File: src/rtl/fb_access_arbiter_if.sv
// rtl/fb_access_arbiter_if.sv - signal bundle between arbiter, timing generator, draw side and framebuffer RAM
interface fb_access_arbiter_if;
  logic        video_on;
  logic [9:0]  x;
  logic [9:0]  y;
  logic [11:0] rgb;
  logic        wr_valid;
  logic        wr_ready;
  logic [7:0]  wr_x;
  logic [6:0]  wr_y;
  logic [11:0] wr_data;
  logic        clr_start;
  logic [11:0] clr_color;
  logic        clr_busy;
  logic        wr_drop;
  logic        ram_en;
  logic        ram_we;
  logic [14:0] ram_addr;
  logic [11:0] ram_wdata;
  logic [11:0] ram_rdata;

  // arbiter side
  modport slave (
    input  video_on, x, y, wr_valid, wr_x, wr_y, wr_data, clr_start, clr_color, ram_rdata,
    output rgb, wr_ready, clr_busy, wr_drop, ram_en, ram_we, ram_addr, ram_wdata
  );

  // environment side: timing generator, draw engine and RAM
  modport master (
    output video_on, x, y, wr_valid, wr_x, wr_y, wr_data, clr_start, clr_color, ram_rdata,
    input  rgb, wr_ready, clr_busy, wr_drop, ram_en, ram_we, ram_addr, ram_wdata
  );
endinterface

File: src/rtl/fb_access_arbiter.sv
// rtl/fb_access_arbiter.sv - single-port framebuffer arbiter: scanout reads, buffered draw writes, clear sequencer
module fb_access_arbiter #(
  parameter int FB_W       = 160,
  parameter int FB_H       = 120,
  parameter int FIFO_DEPTH = 4
) (
  input  logic clk_100MHz,
  input  logic reset_n,
  fb_access_arbiter_if.slave bus
);
  localparam int AW = $clog2(FIFO_DEPTH);
  localparam logic [14:0] LAST_ADDR = 15'(FB_W * FB_H - 1);
  localparam logic [7:0]  W_LIM     = 8'(FB_W);
  localparam logic [6:0]  H_LIM     = 7'(FB_H);

  localparam logic [1:0] S_IDLE  = 2'd0;
  localparam logic [1:0] S_DRAIN = 2'd1;
  localparam logic [1:0] S_CLEAR = 2'd2;

  // Linear pixel address; multiply by a constant reduces to (y<<7)+(y<<5) for a 160-wide buffer.
  function automatic logic [14:0] pix_addr(input logic [9:0] px, input logic [9:0] py);
    return 15'(py) * 15'(FB_W) + 15'(px);
  endfunction

  logic [1:0]    state;
  logic [14:0]   clr_addr;
  logic [11:0]   color_q;
  logic          ready_q;
  logic [9:0]    x_q, y_q;
  logic          rd_d1, rd_d2;

  logic [26:0]   fifo_mem [FIFO_DEPTH];
  logic [AW-1:0] wptr, rptr;
  logic [AW:0]   count;

  logic          full, empty, push, pop, scan_req, clr_go, head_ok;
  logic [26:0]   head;
  logic [7:0]    head_x;
  logic [6:0]    head_y;
  logic [11:0]   head_d;

  // Request decode and fixed priority: scanout, then clear, then FIFO head.
  always_comb begin
    full         = (count == (AW+1)'(FIFO_DEPTH));
    empty        = (count == '0);
    head         = fifo_mem[rptr];
    head_x       = head[26:19];
    head_y       = head[18:12];
    head_d       = head[11:0];
    head_ok      = (head_x < W_LIM) && (head_y < H_LIM);
    scan_req     = bus.video_on && ({bus.x, bus.y} != {x_q, y_q});
    clr_go       = !scan_req && (state == S_CLEAR);
    pop          = !scan_req && (state != S_CLEAR) && !empty;
    bus.wr_ready = ready_q && (state == S_IDLE) && !full;
    push         = bus.wr_valid && bus.wr_ready;
    bus.clr_busy = (state != S_IDLE);
  end

  // FIFO storage; contents need no reset because count gates every read.
  always_ff @(posedge clk_100MHz) begin
    if (push) fifo_mem[wptr] <= {bus.wr_x, bus.wr_y, bus.wr_data};
  end

  // FIFO pointers and occupancy.
  always_ff @(posedge clk_100MHz or negedge reset_n) begin
    if (!reset_n) begin
      wptr  <= '0;
      rptr  <= '0;
      count <= '0;
    end else begin
      if (push) wptr <= wptr + AW'(1);
      if (pop)  rptr <= rptr + AW'(1);
      if (push && !pop)      count <= count + (AW+1)'(1);
      else if (!push && pop) count <= count - (AW+1)'(1);
    end
  end

  // Clear sequencer; ready_q delays wr_ready by one cycle on every return to IDLE.
  always_ff @(posedge clk_100MHz or negedge reset_n) begin
    if (!reset_n) begin
      state    <= S_IDLE;
      clr_addr <= '0;
      color_q  <= '0;
      ready_q  <= 1'b0;
    end else begin
      ready_q <= (state == S_IDLE);
      case (state)
        S_IDLE: begin
          if (bus.clr_start) begin
            color_q <= bus.clr_color;
            state   <= S_DRAIN;
          end
        end
        S_DRAIN: begin
          if (empty) begin
            clr_addr <= '0;
            state    <= S_CLEAR;
          end
        end
        S_CLEAR: begin
          if (clr_go) begin
            if (clr_addr == LAST_ADDR) state <= S_IDLE;
            else clr_addr <= clr_addr + 15'd1;
          end
        end
        default: state <= S_IDLE;
      endcase
    end
  end

  // Registered RAM port, scanout position tracking and pixel output pipeline.
  always_ff @(posedge clk_100MHz or negedge reset_n) begin
    if (!reset_n) begin
      x_q           <= 10'h3FF;
      y_q           <= 10'h3FF;
      rd_d1         <= 1'b0;
      rd_d2         <= 1'b0;
      bus.rgb       <= '0;
      bus.wr_drop   <= 1'b0;
      bus.ram_en    <= 1'b0;
      bus.ram_we    <= 1'b0;
      bus.ram_addr  <= '0;
      bus.ram_wdata <= '0;
    end else begin
      x_q         <= bus.x;
      y_q         <= bus.y;
      bus.ram_en  <= scan_req || clr_go || (pop && head_ok);
      bus.ram_we  <= !scan_req && (clr_go || (pop && head_ok));
      bus.wr_drop <= pop && !head_ok;
      if (scan_req) begin
        bus.ram_addr <= pix_addr(bus.x, bus.y);
      end else if (clr_go) begin
        bus.ram_addr  <= clr_addr;
        bus.ram_wdata <= color_q;
      end else if (pop && head_ok) begin
        bus.ram_addr  <= pix_addr({2'b00, head_x}, {3'b000, head_y});
        bus.ram_wdata <= head_d;
      end
      rd_d1 <= scan_req;
      rd_d2 <= rd_d1;
      if (!bus.video_on) bus.rgb <= '0;
      else if (rd_d2)    bus.rgb <= bus.ram_rdata;
    end
  end
endmodule

File: src/flat_wrapper.sv
// flat-port wrapper written by rule: the top's interface ports become plain ports
module fb_access_arbiter_flat 
#(
  parameter int FB_W       = 160,
  parameter int FB_H       = 120,
  parameter int FIFO_DEPTH = 4
)
  (clk_100MHz, reset_n, bus_video_on, bus_x, bus_y, bus_wr_valid, bus_wr_x, bus_wr_y, bus_wr_data, bus_clr_start, bus_clr_color, bus_ram_rdata, bus_rgb, bus_wr_ready, bus_clr_busy, bus_wr_drop, bus_ram_en, bus_ram_we, bus_ram_addr, bus_ram_wdata);
  fb_access_arbiter_if bus_i ();
  input  logic clk_100MHz;
  input  logic reset_n;
  input wire logic [$bits(bus_i.video_on)-1:0] bus_video_on;
  input wire logic [$bits(bus_i.x)-1:0] bus_x;
  input wire logic [$bits(bus_i.y)-1:0] bus_y;
  input wire logic [$bits(bus_i.wr_valid)-1:0] bus_wr_valid;
  input wire logic [$bits(bus_i.wr_x)-1:0] bus_wr_x;
  input wire logic [$bits(bus_i.wr_y)-1:0] bus_wr_y;
  input wire logic [$bits(bus_i.wr_data)-1:0] bus_wr_data;
  input wire logic [$bits(bus_i.clr_start)-1:0] bus_clr_start;
  input wire logic [$bits(bus_i.clr_color)-1:0] bus_clr_color;
  input wire logic [$bits(bus_i.ram_rdata)-1:0] bus_ram_rdata;
  output wire logic [$bits(bus_i.rgb)-1:0] bus_rgb;
  output wire logic [$bits(bus_i.wr_ready)-1:0] bus_wr_ready;
  output wire logic [$bits(bus_i.clr_busy)-1:0] bus_clr_busy;
  output wire logic [$bits(bus_i.wr_drop)-1:0] bus_wr_drop;
  output wire logic [$bits(bus_i.ram_en)-1:0] bus_ram_en;
  output wire logic [$bits(bus_i.ram_we)-1:0] bus_ram_we;
  output wire logic [$bits(bus_i.ram_addr)-1:0] bus_ram_addr;
  output wire logic [$bits(bus_i.ram_wdata)-1:0] bus_ram_wdata;
  assign bus_i.video_on = bus_video_on;
  assign bus_i.x = bus_x;
  assign bus_i.y = bus_y;
  assign bus_i.wr_valid = bus_wr_valid;
  assign bus_i.wr_x = bus_wr_x;
  assign bus_i.wr_y = bus_wr_y;
  assign bus_i.wr_data = bus_wr_data;
  assign bus_i.clr_start = bus_clr_start;
  assign bus_i.clr_color = bus_clr_color;
  assign bus_i.ram_rdata = bus_ram_rdata;
  assign bus_rgb = bus_i.rgb;
  assign bus_wr_ready = bus_i.wr_ready;
  assign bus_clr_busy = bus_i.clr_busy;
  assign bus_wr_drop = bus_i.wr_drop;
  assign bus_ram_en = bus_i.ram_en;
  assign bus_ram_we = bus_i.ram_we;
  assign bus_ram_addr = bus_i.ram_addr;
  assign bus_ram_wdata = bus_i.ram_wdata;
  fb_access_arbiter #(.FB_W(FB_W), .FB_H(FB_H), .FIFO_DEPTH(FIFO_DEPTH)) u_core (.clk_100MHz(clk_100MHz), .reset_n(reset_n), .bus(bus_i));
endmodule
File: config.mk
export PLATFORM = sky130hd
export DESIGN_NAME = fb_access_arbiter_flat
export DESIGN_NICKNAME = d
export VERILOG_FILES = /design/src/rtl/fb_access_arbiter_if.sv /design/src/rtl/fb_access_arbiter.sv /design/src/flat_wrapper.sv
export SDC_FILE = /design/constraint.sdc
export NUM_CORES = 1
export LEC_CHECK = 0
export BUFFER_PORTS_ARGS = -buffer_cell sky130_fd_sc_hd__clkbuf_2
export CELL_PAD_IN_SITES_DETAIL_PLACEMENT = 1
export CELL_PAD_IN_SITES_GLOBAL_PLACEMENT = 1
export CORE_MARGIN = 2
export CORE_UTILIZATION = 43
export CTS_CLUSTER_DIAMETER = 150
export DETAILED_ROUTE_END_ITERATION = 10
export HOLD_SLACK_MARGIN = 0.02
export PLACE_DENSITY = 0.85
export SYNTH_ARGS = -nofsm -noshare
export SYNTH_HDL_FRONTEND = slang
export SYNTH_SLANG_ARGS = --single-unit
File: constraint.sdc
create_clock -name clk_100MHz -period 3.6 [get_ports clk_100MHz]
set_clock_uncertainty 0.1 [all_clocks]
set_input_delay 0.18 -clock clk_100MHz [delete_from_list [all_inputs] [get_ports clk_100MHz]]
set_output_delay 0.18 -clock clk_100MHz [all_outputs]
set_load 0.02 [all_outputs]
==> flow_metrics.env, run 1 <==
export IMPL_die_w_microns=153
export IMPL_max_slew_margin=0.395
export IMPL_yosys_register_bits=209
export IMPL_first_global_vias=7325
export IMPL_die_area_sq_um=23400
export IMPL_p_switching_mw=3.64
export IMPL_worst_slack_ps=161
export IMPL_min_period_over_period=0.955
export IMPL_wl_microns=25000
export IMPL_synth_top_area_share=0.340
export IMPL_max_freq_mhz=291
export IMPL_worstPathRequired_ps=3940
export IMPL_max_cap_violations=0
export IMPL_grt_overflow_total=0
export IMPL_drt_iter0_drc=325
export IMPL_dp_hpwl_microns=16300
export IMPL_vias_per_cell=5.37
export IMPL_dpl_worst_slack_ps=-23.0
export IMPL_synth_common_cells="edfxtp_1, dfrtp_1, nand2_1, ha_1, a21oi_1"
export IMPL_ioPinCount=120
export IMPL_worstPathArrival_ps=3780
export IMPL_cp_slowest_cell="mux4_2"
export IMPL_grt_pass1_wl_microns=40300
export IMPL_numClockSinks=209
export IMPL_syn2layout_area_growth_pct=27.4
export IMPL_period_minus_slack_ps=3440
export IMPL_postRouteAntennaNets=0
export IMPL_yosysWarnings=0
export IMPL_place_gp_congestion=0.805
export IMPL_drc_errors=0
export IMPL_syn_num_nets=803
export IMPL_clk_path_buf_depth=3
export IMPL_cp_end_kind="flip-flop"
export IMPL_synth_area_leaders="edfxtp_1, dfrtp_1, mux4_2"
export IMPL_p_int_mw=6.16
export IMPL_path_clk_slew_ps=60
export IMPL_crit_chain="mux4_2 -> ha_1 -> ha_1 -> inv_1 -> fa_1 -> nand2b_1 -> o2bb2ai_1 -> xnor2_2 -> buf_4 -> nand4_1 -> a22o_1 -> a22oi_1"
export IMPL_async_flop_share=0.483
export IMPL_drive_above_1_share=0.275
export IMPL_status="completed"
export IMPL_yosysMostFrequentCell="edfxtp_1"
export IMPL_grt_max_degree=65
export IMPL_core_sq_um=21800
export IMPL_p_per_area_nw_per_um2=806
export IMPL_nFillCells=2156
export IMPL_finalHoldViolations=0
export IMPL_ys_flop_type="edfxtp_1"
export IMPL_synthDistinctLibCells=57
export IMPL_ir_worst_vdd_mv=0.557
export IMPL_final_nets=1024
export IMPL_die_h_microns=153
export IMPL_regArea_sq_um=5800
export IMPL_multi_input_area_sq_um=3540
export IMPL_setup_viol=0
export IMPL_netlist_instances=685
export IMPL_cts_made_buffers=23
export IMPL_holdWs_ps=87.1
export IMPL_worst_setup_path_type="reg2reg"
export IMPL_synth_area_per_cell_sq_um=13.9
export IMPL_worstMarginPinSlew_ps=907
export IMPL_swShare=0.372
export IMPL_routedWlPerCell_microns=20.8
export IMPL_firstDrtPassIters=4
export IMPL_cp_max_fo=8
export IMPL_power_mw=9.79
export IMPL_min_path_type="in2reg"
export IMPL_synth_cell_area_sq_um=9540
export IMPL_p_comb_frac=0.409
export IMPL_h_tree_depth=1
export IMPL_drv_slew=0
export IMPL_row_count=54
export IMPL_worstSkewPairLatency_ps=530
export IMPL_seq_area_frac_synth=0.608
export IMPL_cts_tree="yes"
export IMPL_pwr_share_seq=0.349
export IMPL_leakage_nw=5.03
export IMPL_grt_use_total=0.218
export IMPL_start_util=0.437
export IMPL_synth_edf_count=108
export IMPL_max_stage_delay_ps=580
export IMPL_vias=6470
export IMPL_power_frac_clock=0.242
export IMPL_cts_root_buf="clkbuf_16"
export IMPL_antenna_found_initial=1
export IMPL_critPathLaunchType="flip-flop"
export IMPL_crit_top_cell="ha_1"
export IMPL_yosys_area_top_type="edfxtp_1"
export IMPL_numPortBuffers=119
==> layout by cell type (no fill, tap or decap), types with 3 or more instances in the layout <==
cell type,instances
clkbuf_2,118
edfxtp_1,108
dlygate4sd3_1,85
dfrtp_1,80
nand2_1,46
ha_1,37
a21oi_1,35
xnor2_1,28
mux4_2,27
mux2i_1,27
nor2_1,23
clkbuf_16,23
inv_1,22
xor2_1,20
dfstp_2,20
buf_4,19
nor2b_1,16
o21ai_1,15
o21ai_0,15
mux2_2,14
a211oi_1,11
nand3_1,9
or3_1,9
nor3_1,8
o21ai_2,7
clkbuf_1,7
nand4_1,6
nand2b_1,6
o31ai_1,6
or4_1,6
and3_1,5
or2_2,5
o21bai_1,5
fa_1,5
clkinv_2,5
clkbuf_8,4
nor4_1,3
o21a_1,3
a21o_1,3
==> cell families after synthesis <==
family	Yosys count	synth area share
flip-flops	209	0.608
AND/OR/NAND/NOR	150	0.0799
multiplexers	68	0.109
XOR/XNOR	50	0.0459
buffers and inverters	51	0.0231
adder cells (fa/ha/maj)	42	0.0590
AO/OA/AOI/OAI	115	0.0757
==> critical path, delay by kind of cell (launching register included) <==
family,cells,cell delay (ps)
buf+inv,2,220
xor+xnor,1,250
flops,1,500
compound gates,3,540
simple gates,2,260
mux,1,580
fa+ha+maj,3,910
==> power groups by stage <==
stage                     clock (mW)  sequential, mW  combinational, mW
after floorplan                    0            3.47               2.59
after global placement             0            3.41               3.59
after detailed placement           0            3.45               3.75
after CTS                       2.41            3.42               3.86
after global routing            2.51            3.47               4.43
final                           2.37            3.41               4.01
==> area by class of cell <==
cell class	instances	share of cell area
Multi-Input combinational cell	425	0.291
Clock buffer	34	0.0541
Clock inverter	8	0.00865
Inverter	23	0.00710
Tap cell	280	0.0288
Timing Repair Buffer	224	0.133
Antenna cell	1	0.000206
Sequential cell	209	0.477
==> registers in the layout, indices dropped and copies added (netlist names), 2 cells and up <==
register	cells
u_core.bus.ram_addr	15
u_core.bus.ram_wdata	12
u_core.bus.rgb	12
u_core.clr_addr	15
u_core.color_q	12
u_core.count	3
u_core.fifo_mem	108
u_core.rptr	2
u_core.state	2
u_core.wptr	2
u_core.x_q	10
u_core.y_q	10
==> metal layers <==
metal | GRT usage | routed length, microns | share of wire
met1 | 0.271 | 10100 | 0.40
met2 | 0.390 | 13100 | 0.52
met3 | 0.0332 | 994 | 0.040
met4 | 0.0767 | 837 | 0.033
met5 | 0 | 0 | 0
==> path summary, 6_finish.rpt <==
path | startpoint | endpoint | slack (ps) | cells after the start
min in group asynchronous | reset_n | u_core.bus.rgb[4] | 220 | 2
max | u_core.rptr[0] | u_core.bus.ram_addr[14] | 160 | 12
max reg2reg | u_core.rptr[0] | u_core.bus.ram_addr[14] | 160 | 12
min reg2reg | u_core.rd_d1 | u_core.rd_d2 | 240 | 0
min | bus_wr_valid | u_core.wptr[0] | 90 | 3
max in group asynchronous | reset_n | u_core.y_q[1] | 2370 | 3
==> stage by stage <==
stage,TNS (ps),instances,instance area (sq um),util
floorplan,0,685,9540,-
global placement,0,1072,10500,0.480
detailed placement,-23.0,1072,10500,0.480
CTS,0,1199,12100,0.555
global route,-30.4,1204,12200,0.557
finish,0,1204,12200,0.557
==> repair_timing <==
item | in CTS | in global routing
hold endpoints to repair | 213 | 0
pin swaps | 0 | 1
resized for setup | 2 | 3
buffers inserted | 0 | 4
endpoints found under the setup margin | 2 | 4
hold buffers | 85 | 0
No activity file was read; power rests on OpenSTA's default activity.
==> inputs of run 2 (changes only) <==
--- a/config.mk
+++ b/config.mk
@@ -5,15 +5,15 @@
 export SDC_FILE = /design/constraint.sdc
 export NUM_CORES = 1
 export LEC_CHECK = 0
-export BUFFER_PORTS_ARGS = -buffer_cell sky130_fd_sc_hd__clkbuf_2
 export CELL_PAD_IN_SITES_DETAIL_PLACEMENT = 1
 export CELL_PAD_IN_SITES_GLOBAL_PLACEMENT = 1
 export CORE_MARGIN = 2
-export CORE_UTILIZATION = 43
+export CORE_UTILIZATION = 47
 export CTS_CLUSTER_DIAMETER = 150
 export DETAILED_ROUTE_END_ITERATION = 10
+export DONT_BUFFER_PORTS = 1
 export HOLD_SLACK_MARGIN = 0.02
-export PLACE_DENSITY = 0.85
+export PLACE_DENSITY = 0.84
 export SYNTH_ARGS = -nofsm -noshare
 export SYNTH_HDL_FRONTEND = slang
 export SYNTH_SLANG_ARGS = --single-unit
==> run 2 against run 1 <==
Effect of this change: clock power down 8.4%; largest cell class unchanged; critical path type unchanged; sequential cell count unchanged; highest routed layer unchanged; first-iteration DRC count increased by 8.0%; die area is 8.3% lower.
==> flow_metrics.env, run 2 (same netlist as run 1, synthesis figures left out) <==
export IMPL_largest_register="u_core.fifo_mem"
export IMPL_place_inst=940
export IMPL_swShare=0.392
export IMPL_finalHoldViolations=0
export IMPL_critPathLaunchType="flip-flop"
export IMPL_die_h_microns=146
export IMPL_grt_pass1_wl_microns=40700
export IMPL_wl_microns=25900
export IMPL_worstPathArrival_ps=3770
export IMPL_p_int_mw=5.71
export IMPL_cts_root_buf="clkbuf_16"
export IMPL_vias=6127
export IMPL_max_cap_violations=0
export IMPL_path_clk_slew_ps=70
export IMPL_max_slew_margin=0.222
export IMPL_drv_slew=0
export IMPL_min_period_over_period=0.951
export IMPL_first_global_vias=7000
export IMPL_antenna_found_initial=1
export IMPL_clk_path_buf_depth=3
export IMPL_die_area_sq_um=21400
export IMPL_final_cell_mix="edfxtp_1, dfrtp_1, dlygate4sd3_1"
export IMPL_numPortBuffers=0
export IMPL_firstDrtPassIters=4
export IMPL_cts_made_buffers=23
export IMPL_routedWlPerCell_microns=24.4
export IMPL_max_freq_mhz=292
export IMPL_worst_setup_path_type="reg2reg"
export IMPL_p_switching_mw=3.68
export IMPL_cts_tree="yes"
export IMPL_power_mw=9.38
export IMPL_pwr_share_seq=0.391
export IMPL_h_tree_depth=1
export IMPL_cp_slowest_cell="dfrtp_1"
export IMPL_period_minus_slack_ps=3420
export IMPL_status="completed"
export IMPL_fin_cells=1060
export IMPL_crit_chain="mux4_2 -> ha_1 -> ha_1 -> inv_1 -> fa_1 -> nand2b_1 -> nor3_2 -> nand2_1 -> xnor2_1 -> o221ai_1 -> o21ai_1"
export IMPL_row_count=52
export IMPL_largest_reg_flops=108
export IMPL_setup_viol=0
export IMPL_leakage_nw=4.40
export IMPL_ir_worst_vdd_mv=0.538
export IMPL_grt_overflow_total=0
export IMPL_drc_errors=0
export IMPL_syn2layout_area_growth_pct=18.7
export IMPL_final_util=0.563
export IMPL_worstPathRequired_ps=3940
export IMPL_worstMarginPinSlew_ps=1170
export IMPL_dp_hpwl_microns=15100
export IMPL_grt_use_total=0.246
export IMPL_power_frac_clock=0.232
export IMPL_place_gp_congestion=0.852
export IMPL_core_sq_um=20100
export IMPL_worstSkewPairLatency_ps=530
export IMPL_grt_max_degree=102
export IMPL_ioPinCount=120
export IMPL_cp_end_kind="flip-flop"
export IMPL_top_regs="u_core.fifo_mem (108), u_core.bus.ram_addr (15), u_core.clr_addr (15)"
export IMPL_p_per_area_nw_per_um2=829
export IMPL_start_util=0.474
export IMPL_cp_max_fo=11
export IMPL_crit_top_cell="ha_1"
export IMPL_max_stage_delay_ps=670
export IMPL_drt_iter0_drc=351
export IMPL_numClockSinks=209
export IMPL_p_comb_frac=0.377
export IMPL_min_path_type="in2reg"
export IMPL_nFillCells=1911
export IMPL_drive_above_1_share=0.160
export IMPL_die_w_microns=146
export IMPL_postRouteAntennaNets=0
export IMPL_vias_per_cell=5.78
export IMPL_final_nets=890
export IMPL_final_common_cell="edfxtp_1"
run 2: critical path, delay by kind of cell, from the launching register on:
family          cells  cell delay [ps]
compound gates      2              310
xor+xnor            1              220
fa+ha+maj           3              990
buf+inv             1               70
flops               1              670
mux                 1              430
simple gates        3              550
run 2: layer usage:
layer  part of all wire  wire length (microns)  global-route usage  up-vias
li1                   -                      -                   -     2696
met1               0.38                   9900               0.292     3152
met2               0.52                  13500               0.440      210
met3              0.057                   1480              0.0516       69
met4              0.037                    947              0.0995        0
met5                  0                      0                   0        -
run 2: path summary, 6_finish.rpt:
| path | slack, ps | startpoint | to | depth (start not counted) |
|---|---|---|---|---|
| worst max register to register | 180 | u_core.rptr[1] | u_core.bus.ram_addr[12] | 11 |
| worst min register to register | 260 | u_core.rd_d1 | u_core.rd_d2 | 0 |
| min in group asynchronous | 180 | reset_n | u_core.rptr[1] | 2 |
| worst min-delay path | 50 | bus_x[9] | u_core.bus.ram_addr[10] | 4 |
| max in group asynchronous | 2790 | reset_n | u_core.ready_q | 2 |
| worst max-delay path | 180 | u_core.rptr[1] | u_core.bus.ram_addr[12] | 11 |
run 2: timing repair:
| action | in CTS | in global routing |
|---|---|---|
| endpoints found under the hold margin | 265 | 0 |
| resized for setup | 0 | 3 |
| buffers inserted | 0 | 1 |
| hold buffers | 76 | 0 |
| endpoints found under the setup margin | 0 | 12 |
run 2: final cells by class:
cell class,count,area (sq um),area share
diodes,1,2.50,0.000221
clock buffers,29,598,0.0528
clock inverters,13,80.1,0.00707
inverters,23,86.3,0.00763
multi-input cells,425,3530,0.312
flip-flops and latches,209,5800,0.512
well taps,270,338,0.0298
repair buffers,90,883,0.0780
run 2: metrics by stage:
stage	hold WS, ps	area [sq um]	TNS (ps)	worst slack (ps)
after global placement	-212	9840	0	276
after floorplan	-216	9540	0	137
after detailed placement	-212	9840	0	170
after global routing	79.6	11300	-5.87	-5.87
final	50.2	11300	0	175
after CTS	26.0	11300	0	146
run 2: power groups by stage:
stage / Combinational [mW] / Sequential, mW / Clock [mW]
detailed placement: 3.25 / 3.68 / 0
CTS: 3.41 / 3.65 / 2.19
finish: 3.54 / 3.67 / 2.17
floorplan: 2.59 / 3.47 / 0
global placement: 3.03 / 3.64 / 0
global route: 3.87 / 3.72 / 2.29
